### src/rtl/enc_input_filter.sv
// rtl/enc_input_filter.sv - synchroniser, debouncer and push-switch event FSM for a rotary encoder
// Optional long-press support is enabled with `define ENC_FILTER_SW_LONG_EN.

module enc_filter_deb #(
  parameter int LIMIT = 4
) (
  input  logic clk,
  input  logic rst_n,
  input  logic din,
  output logic level,
  output logic accept
);
  localparam int CW = (LIMIT > 2) ? $clog2(LIMIT) : 1;

  logic [CW-1:0] cnt_q;

  assign accept = (din != level) && (cnt_q == CW'(LIMIT - 1));

  always_ff @(posedge clk or negedge rst_n) begin
    if (!rst_n) begin
      level <= 1'b1;
      cnt_q <= '0;
    end else if (din == level) begin
      cnt_q <= '0;
    end else if (accept) begin
      level <= din;
      cnt_q <= '0;
    end else begin
      cnt_q <= cnt_q + 1'b1;
    end
  end
endmodule

module enc_input_filter #(
  parameter int DEB_CYCLES    = 5000,
  parameter int SW_DEB_CYCLES = 500000,
  parameter int LONG_CYCLES   = 50000000
) (
  input  logic clk,
  input  logic rst_n,
  input  logic raw_a,
  input  logic raw_b,
  input  logic raw_sw,
  output logic a_clean,
  output logic b_clean,
  output logic sw_level,
  output logic sw_press,
  output logic sw_release,
  output logic sw_long
);
  generate
    if (DEB_CYCLES < 2 || SW_DEB_CYCLES < 2 || LONG_CYCLES < 2) begin : g_bad_param
      $error("enc_input_filter: cycle parameters must be >= 2");
    end
  endgenerate

  typedef enum logic [1:0] {S_IDLE, S_PRESSED, S_LONG} sw_state_t;

  logic [2:0] sync1_q, sync2_q;
  logic       sw_lvl_raw, sw_acc, a_acc, b_acc;
  logic       sw_rise, sw_fall;
  sw_state_t  state_q, state_d;
  logic       press_d, release_d, long_d;

  // Pins idle high through their pull-ups, so the synchroniser resets to 1.
  always_ff @(posedge clk or negedge rst_n) begin
    if (!rst_n) begin
      sync1_q <= 3'b111;
      sync2_q <= 3'b111;
    end else begin
      sync1_q <= {raw_sw, raw_b, raw_a};
      sync2_q <= sync1_q;
    end
  end

  enc_filter_deb #(.LIMIT(DEB_CYCLES)) u_deb_a (
    .clk(clk), .rst_n(rst_n), .din(sync2_q[0]), .level(a_clean), .accept(a_acc)
  );

  enc_filter_deb #(.LIMIT(DEB_CYCLES)) u_deb_b (
    .clk(clk), .rst_n(rst_n), .din(sync2_q[1]), .level(b_clean), .accept(b_acc)
  );

  enc_filter_deb #(.LIMIT(SW_DEB_CYCLES)) u_deb_sw (
    .clk(clk), .rst_n(rst_n), .din(sync2_q[2]), .level(sw_lvl_raw), .accept(sw_acc)
  );

  assign sw_level = ~sw_lvl_raw;

  // Events are decoded from the accept strobe so the pulses land on the same edge as sw_level.
  assign sw_rise = sw_acc & ~sync2_q[2];
  assign sw_fall = sw_acc &  sync2_q[2];

`ifdef ENC_FILTER_SW_LONG_EN
  localparam int HW = (LONG_CYCLES > 2) ? $clog2(LONG_CYCLES) : 1;
  logic [HW-1:0] hold_q, hold_d;

  always_ff @(posedge clk or negedge rst_n) begin
    if (!rst_n) hold_q <= '0;
    else        hold_q <= hold_d;
  end
`endif

  always_ff @(posedge clk or negedge rst_n) begin
    if (!rst_n) begin
      state_q    <= S_IDLE;
      sw_press   <= 1'b0;
      sw_release <= 1'b0;
      sw_long    <= 1'b0;
    end else begin
      state_q    <= state_d;
      sw_press   <= press_d;
      sw_release <= release_d;
      sw_long    <= long_d;
    end
  end

  always_comb begin
    state_d   = state_q;
    press_d   = 1'b0;
    release_d = 1'b0;
    long_d    = 1'b0;
`ifdef ENC_FILTER_SW_LONG_EN
    hold_d    = hold_q;
`endif
    case (state_q)
      S_IDLE: begin
        if (sw_rise) begin
          press_d = 1'b1;
          state_d = S_PRESSED;
`ifdef ENC_FILTER_SW_LONG_EN
          hold_d  = '0;
`endif
        end
      end
      S_PRESSED: begin
        // Release is checked first so it wins over a coincident long-press expiry.
        if (sw_fall) begin
          release_d = 1'b1;
          state_d   = S_IDLE;
        end
`ifdef ENC_FILTER_SW_LONG_EN
        else if (hold_q == HW'(LONG_CYCLES - 1)) begin
          long_d  = 1'b1;
          state_d = S_LONG;
        end else begin
          hold_d = hold_q + 1'b1;
        end
`endif
      end
`ifdef ENC_FILTER_SW_LONG_EN
      S_LONG: begin
        if (sw_fall) begin
          release_d = 1'b1;
          state_d   = S_IDLE;
        end
      end
`endif
      default: state_d = S_IDLE;
    endcase
  end
endmodule

### config.mk
export PLATFORM = sky130hd
export DESIGN_NAME = enc_input_filter
export DESIGN_NICKNAME = d
export VERILOG_FILES = /design/src/rtl/enc_input_filter.sv
export SDC_FILE = /design/constraint.sdc
export NUM_CORES = 1
export LEC_CHECK = 0
export CAP_MARGIN = 10
export CORE_MARGIN = 2
export CORE_UTILIZATION = 62
export DETAILED_ROUTE_END_ITERATION = 12
export DONT_BUFFER_PORTS = 1
export PLACE_DENSITY = 0.78
export SYNTH_ARGS = -nofsm -noshare
export SYNTH_HDL_FRONTEND = slang
export SYNTH_SLANG_ARGS = --single-unit
### constraint.sdc
create_clock -name clk -period 2.5 [get_ports clk]
set_input_delay 0.25 -clock clk [delete_from_list [all_inputs] [get_ports clk]]
set_output_delay 0.25 -clock clk [all_outputs]
set_load 0.005 [all_outputs]
==> out/metrics.cfg, run 1 <==
[status]
status=finished clean

[power]
p_int_w=0.001455
pwr-share-seq=0.509
combPwrFrac=0.034
p_leak_nw=1.195
peakVddDrop_mv=0.4183
power_switching_w=0.0004300
clkPwrFrac=0.457
powerDensity_mw_per_mm2=640.5
switching_share=0.2282

[global_routing]
grt_pass1_wl_microns=7734
grt_usage=0.2319
grt_pass1_vias=1760
antenna_found_initial=0
grt_overflow=0
grt_max_degree=58

[synth]
synth_area_sq_mm=0.002616
ys_types=34
synth_top_flop_cell=dfrtp_1
synth_edf_count=0
synth_cells=248
avgSynthCellArea_sq_um=10.55
syn_nets=256
synth-async-reset-ratio=1.000
ys_warn_count=0
ys_seq_elements=57
ys_seq_area_frac=0.5495

[route]
initialDrtViolationCount=88
vias_per_cell=5.634
routed-via-count=1786
wirelength_microns=4555
drc=0
routedWlPerCell_microns=14.37
first_pass_iters=4
ant_nets=0

[die]
fp-row-count=23
io_pins=11
initial_core_util=0.6494
dieArea_sq_mm=0.004755
coreArea_sq_mm=0.004029
die_w_microns=68.96
die_h_microns=68.96

[sta]
skew_ns=0.006933
hold_viol=0
period_needed_ns=2.021
max_freq_mhz=494.8
tns_ns=0
finalSetupViolations=0
finalCritPeriodShare=0.8085
rsz0062_at_grt=no
drv_slew=0
setup_ws_ns=0.4788

[cts]
clk_pin_slew_ns=0.06
cts_resized=0
hold_buffers=5
cts_setup_buffers=0
clock_latency_ns=0.34
cts_root_buf=clkbuf_8
cts_tree=done
cts.sinks=57
cts_buffers=9
cts_max_level=3
cts.path.max_buffers=2

[worst_setup_path]
arrival_ns=2.23
cp_cell_sequence=or4b_1, or4_4, nand2_1, nor2_1
path_delay_family=simple AND/OR/NAND/NOR gates
crit_type=register to register
critPathMaxFanout=11
slowest_stage=or4b_1
startpoint_type=register
critPathBufInv=0
required_ns=2.71
worst_setup_path_end_kind=register
cpPeakStageDelay_ns=0.54

[placed_design]
gp_congestion=0.8037
port_buffers=0
hpwl_microns=2894
pre_cts_ws_ns=0.4736

[worst_hold_path]
hold_path.class=register to register

[finish]
nNetsFinal=270
final_common_cell=dfrtp_1
fillers=280
drive_gt1_frac=0.1348
area_growth_pct=12.48
antenna_cells=0
layout_common_cells=48 x dfrtp_1, 47 x nor2_1, 29 x xnor2_1

[job]
maxCapViolCount=0

## power groups by stage
stage          registers (W)  logic (W)  clock network, W
3_5_place_dp        0.000975  0.0000385                 0
4_1_cts             0.000959  0.0000662          0.000887
5_1_grt             0.000961  0.0000752          0.000932
2_1_floorplan       0.000971  0.0000320                 0
3_3_place_gp        0.000974  0.0000367                 0
6_report            0.000959  0.0000649          0.000861
## cell families (layout without fill, tap and decap cells)
| logic type | count (synthesis) | after routing | share of synthesized area |
|---|---|---|---|
| and+or+nand+nor | 124 | 124 | 0.2430 |
| muxes | 4 | 4 | 0.01961 |
| buffers and inverters | 13 | 32 | 0.02199 |
| DFF | 57 | 57 | 0.5495 |
| adders and majority gates | 3 | 3 | 0.01435 |
| xor gates and xnor gates | 40 | 40 | 0.1339 |
| other | 1 | 1 | 0.001433 |
| AOI/OAI and AO/OA | 6 | 6 | 0.01626 |
## registers in the layout, indices dropped and copies added, names as in the netlist
name / cells
u_deb_b.cnt_q: 13
u_deb_a.level: 1
sw_press: 1
u_deb_b.level: 1
u_deb_sw.level: 1
sw_release: 1
sync2_q: 3
state_q: 1
u_deb_a.cnt_q: 13
u_deb_sw.cnt_q: 19
sync1_q: 3
## worst paths after layout
| check | startpoint | endpoint | slack, ns | cells after the start |
|---|---|---|---|---|
| setup / recovery | u_deb_b.cnt_q[10] | u_deb_b.cnt_q[6] | 0.48 | 4 |
| hold / removal | sync1_q[2] | sync2_q[2] | 0.36 | 0 |
| setup reg to reg | u_deb_b.cnt_q[10] | u_deb_b.cnt_q[6] | 0.48 | 4 |
| hold reg to reg | sync1_q[2] | sync2_q[2] | 0.36 | 0 |
| max in group asynchronous | rst_n | u_deb_sw.level | 1.77 | 2 |
| min in group asynchronous | rst_n | u_deb_a.cnt_q[10] | 0.44 | 2 |
## metal layers
metal	wire length (microns)	vias up	track usage
li1	-	878	-
met1	2105	864	0.2629
met2	2154	38	0.3822
met3	217	6	0.1055
met4	78	0	0.09069
met5	0	-	0
## worst register-to-register path, delay by kind of cell (launching register included)
family           cells  cell delay (ns)
flip-flops           1             0.41
AND/OR/NAND/NOR      4             1.49
## Yosys cell counts (2+ instances only)
cell	instances	share of area
dfrtp_1	48	0.46
nor2_1	47	0.067
xnor2_1	29	0.097
nand2_1	13	0.019
nand3_1	12	0.023
nand4_1	11	0.026
nor3_1	11	0.021
xor2_1	11	0.037
nor4_1	10	0.024
dfstp_2	9	0.090
inv_1	9	0.013
and3_1	3	0.0072
and4_1	3	0.010
ha_1	3	0.014
a21oi_1	2	0.0038
and2_1	2	0.0048
buf_4	2	0.0057
mux2_4	2	0.011
nor4bb_1	2	0.0077
o41ai_1	2	0.0067
or3_1	2	0.0048
or4_4	2	0.0086
or4b_1	2	0.0077
## metrics by stage
stage	power (W)	instances	hold WS [ns]	utilization	area, sq um
after global placement	0.001011	296	-0.04444	0.6627	2670
final	0.001885	317	0.3571	0.7304	2943
after global routing	0.001969	317	0.3641	0.7304	2943
after CTS	0.001912	317	0.3582	0.7304	2943
after detailed placement	0.001013	296	-0.04405	0.6627	2670
after floorplan	0.001003	248	-0.04559	-	2616
## layout make-up
| type | instances | area (sq um) | share of cell area |
|---|---|---|---|
| repair buffers | 7 | 82.58 | 0.02806 |
| well taps | 50 | 62.56 | 0.02126 |
| clock buffers | 10 | 137.6 | 0.04677 |
| flip-flops and latches | 57 | 1438 | 0.4885 |
| clock inverters | 6 | 67.56 | 0.02296 |
| inverters | 9 | 33.78 | 0.01148 |
| multi-input cells | 178 | 1121 | 0.3810 |
(Power assumes the default switching activity.)
==> inputs of run 2 (changes only) <==
- ABC_AREA: default -> 1
- CORE_UTILIZATION: 62 -> 57
- PLACE_DENSITY: 0.78 -> 0.75
- clock period: 2.5 -> 1.8 ns (I/O delays scaled with it)
==> out/metrics.cfg, run 2 <==
[sta]
max_freq_mhz=625.5  ; was 494.8 MHz
period_needed_ns=1.599  ; was 2.021 ns
tns_ns=0  ; unchanged
drv_slew=0  ; unchanged
hold_viol=0  ; unchanged
finalCritPeriodShare=0.8882  ; was 0.8085
skew_ns=0.008860  ; was 0.006933 ns
rsz0062_at_grt=no  ; unchanged
finalSetupViolations=0  ; unchanged

[synth]
synth_compound_area_frac=0.02397  ; was 0.01626
synthMuxAreaShare=0  ; was 0.01961
ys_seq_area_frac=0.4832  ; was 0.5495
ys_warn_count=0  ; unchanged
ys_types=29  ; was 34
yosysMostFrequentCell=nand2_1  ; was dfrtp_1
synthAdderAreaFrac=0.01262  ; was 0.01435
yosysTopAreaCell=dfrtp_1  ; unchanged
synth_edf_count=0  ; unchanged
synth.area.top_cells=dfrtp_1 40%, nand2_1 10%, nor2_1 9.2%  ; was dfrtp_1 46%, xnor2_1 9.7%, dfstp_2 9.0%
synth-simple-area-share=0.3583  ; was 0.2429
ys_seq_elements=57  ; unchanged
synth_top_family_by_area=simple AND/OR/NAND/NOR gates  ; unchanged
synthTopCellsByCount=81 x nand2_1, 73 x nor2_1, 50 x inv_1  ; was 48 x dfrtp_1, 47 x nor2_1, 29 x xnor2_1
synth_top_area_frac=0.4037  ; was 0.4591
synth_cells=378  ; was 248
synth_area_sq_mm=0.002975  ; was 0.002616 sq mm
synth-xor-area-share=0.05004  ; was 0.1339
synth-async-reset-ratio=1.000  ; unchanged
syn_nets=386  ; was 256
synth_top_flop_cell=dfrtp_1  ; unchanged
avgSynthCellArea_sq_um=7.871  ; was 10.55 sq um

[power]
powerDensity_mw_per_mm2=789.8  ; was 640.5 mW/mm^2
peakVddDrop_mv=0.6084  ; was 0.4183 mV
switching_share=0.2335  ; was 0.2282
p_leak_nw=1.453  ; was 1.195 nW
pwr-share-seq=0.506  ; was 0.509
power_switching_w=0.0006119  ; was 0.0004300 W
clkPwrFrac=0.455  ; was 0.457
p_int_w=0.002009  ; was 0.001455 W
combPwrFrac=0.039  ; was 0.034

[route]
ant_nets=0  ; unchanged
drc=0  ; unchanged
routedWlPerCell_microns=12.19  ; was 14.37 microns
vias_per_cell=4.936  ; was 5.634
routed-via-count=2310  ; was 1,786
wirelength_microns=5704  ; was 4555 microns
initialDrtViolationCount=134  ; was 88
first_pass_iters=4  ; unchanged

[finish]
final_common_cell=nand2_1  ; was dfrtp_1
largestRegisters=u_deb_sw.cnt_q x19, u_deb_a.cnt_q x13, u_deb_b.cnt_q x13  ; unchanged
antenna_cells=0  ; unchanged
largest_reg_flops=19  ; unchanged
regMostFlops=u_deb_sw.cnt_q  ; unchanged
nNetsFinal=401  ; was 270
area_growth_pct=11.52  ; was 12.48%
final_util=0.6538  ; was 0.7304
layout_common_cells=81 x nand2_1, 73 x nor2_1, 50 x inv_1  ; was 48 x dfrtp_1, 47 x nor2_1, 29 x xnor2_1
drive_gt1_frac=0.1432  ; was 0.1348

[die]
fp-row-count=26  ; was 23
initial_core_util=0.5863  ; was 0.6494
dieArea_sq_mm=0.005814  ; was 0.004755 sq mm
die_h_microns=76.25  ; was 68.96 microns
io_pins=11  ; unchanged
coreArea_sq_mm=0.005075  ; was 0.004029 sq mm
die_w_microns=76.25  ; was 68.96 microns

[global_routing]
grt_pass1_vias=2347  ; was 1,760
grt_pass1_wl_microns=10380  ; was 7734 microns
antenna_found_initial=0  ; unchanged
grt_usage=0.2251  ; was 0.2319
grt_max_degree=58  ; unchanged
grt_overflow=0  ; unchanged

[job]
maxCapViolCount=0  ; unchanged

[placed_design]
hpwl_microns=4067  ; was 2894 microns
gp_congestion=0.9448  ; was 0.8037
port_buffers=0  ; unchanged

[worst_setup_path]
startpoint_type=register  ; unchanged
critPathMaxFanout=7  ; was 11
required_ns=2.03  ; was 2.71 ns
arrival_ns=1.83  ; was 2.23 ns
worst_setup_path_end_kind=register  ; unchanged
crit_type=register to register  ; unchanged

[cts]
cts_buffers=9  ; unchanged
cts_resized=0  ; unchanged
clock_latency_ns=0.34  ; about the same
cts_setup_buffers=0  ; unchanged
cts_root_buf=clkbuf_8  ; unchanged
hold_buffers=5  ; unchanged
clk_pin_slew_ns=0.06  ; about the same
cts_max_level=3  ; unchanged
cts_tree=done  ; unchanged
cts.sinks=57  ; unchanged
cts.path.max_buffers=2  ; unchanged

[status]
status=finished clean  ; unchanged

[worst_hold_path]
hold_path.class=register to register  ; unchanged

## run 2: cells by family after synthesis
group | count (synthesis)
compound gates | 12
xor+xnor | 17
fa+ha+maj | 3
buf+inv | 55
flops | 57
other cells | 1
simple gates | 233
## run 2: cell type report
| cell class | instances | area, sq um |
|---|---|---|
| Fill cell | 428 | 1757 |
| Sequential cell | 57 | 1438 |
| Multi-Input combinational cell | 266 | 1328 |
| Inverter | 54 | 202.7 |
| Clock buffer | 10 | 137.6 |
| Tap cell | 70 | 87.58 |
| Timing Repair Buffer | 5 | 67.56 |
| Clock inverter | 6 | 57.56 |
## run 2: worst max-delay path, cell delays in order (launching register included)
cell and delay [ns]:
dfrtp_1 0.41, ha_1 0.30, nand2_1 0.10, nor3_1 0.14, nand3_1 0.17, nand2_2 0.17, inv_1 0.09, nand2_1 0.07
nor2_1 0.04
## run 2: final timing paths
kind | start | to | slack (ns) | cells past startpoint
max | u_deb_b.cnt_q[0] | u_deb_b.cnt_q[9] | 0.20 | 8
max in group asynchronous | rst_n | sync1_q[1] | 1.15 | 2
min | sync1_q[1] | sync2_q[1] | 0.35 | 0
min in group asynchronous | rst_n | u_deb_b.cnt_q[11] | 0.36 | 2
min reg2reg | sync1_q[1] | sync2_q[1] | 0.35 | 0
max reg2reg | u_deb_b.cnt_q[0] | u_deb_b.cnt_q[9] | 0.20 | 8
## run 2: routing by layer
layer | track usage | up-vias | wire length, microns
li1 | - | 1199 | -
met1 | 0.2729 | 1070 | 2614
met2 | 0.3805 | 31 | 2831
met3 | 0.05924 | 10 | 147
met4 | 0.09636 | 0 | 110
met5 | 0 | - | 0
## run 2: power by group through the flow
stage | Sequential, W | Clock, W | Combinational (W)
global route | 0.00133 | 0.00127 | 0.000121
finish | 0.00133 | 0.00119 | 0.000103
detailed placement | 0.00135 | 0 | 0.0000661
floorplan | 0.00135 | 0 | 0.0000551
global placement | 0.00135 | 0 | 0.0000637
CTS | 0.00133 | 0.00121 | 0.000107
## run 2: through the flow
step | std cells | setup WS (ns) | hold slack [ns] | total power [W] | cell area [sq um]
finish | 468 | 0.2012 | 0.3498 | 0.002621 | 3318
global route | 468 | 0.05318 | 0.3592 | 0.002724 | 3318
CTS | 468 | 0.2207 | 0.3529 | 0.002639 | 3318
detailed placement | 447 | 0.2760 | -0.1135 | 0.001415 | 3055
global placement | 447 | 0.2933 | -0.1141 | 0.001412 | 3055
floorplan | 378 | 0.4662 | -0.1156 | 0.001401 | 2975
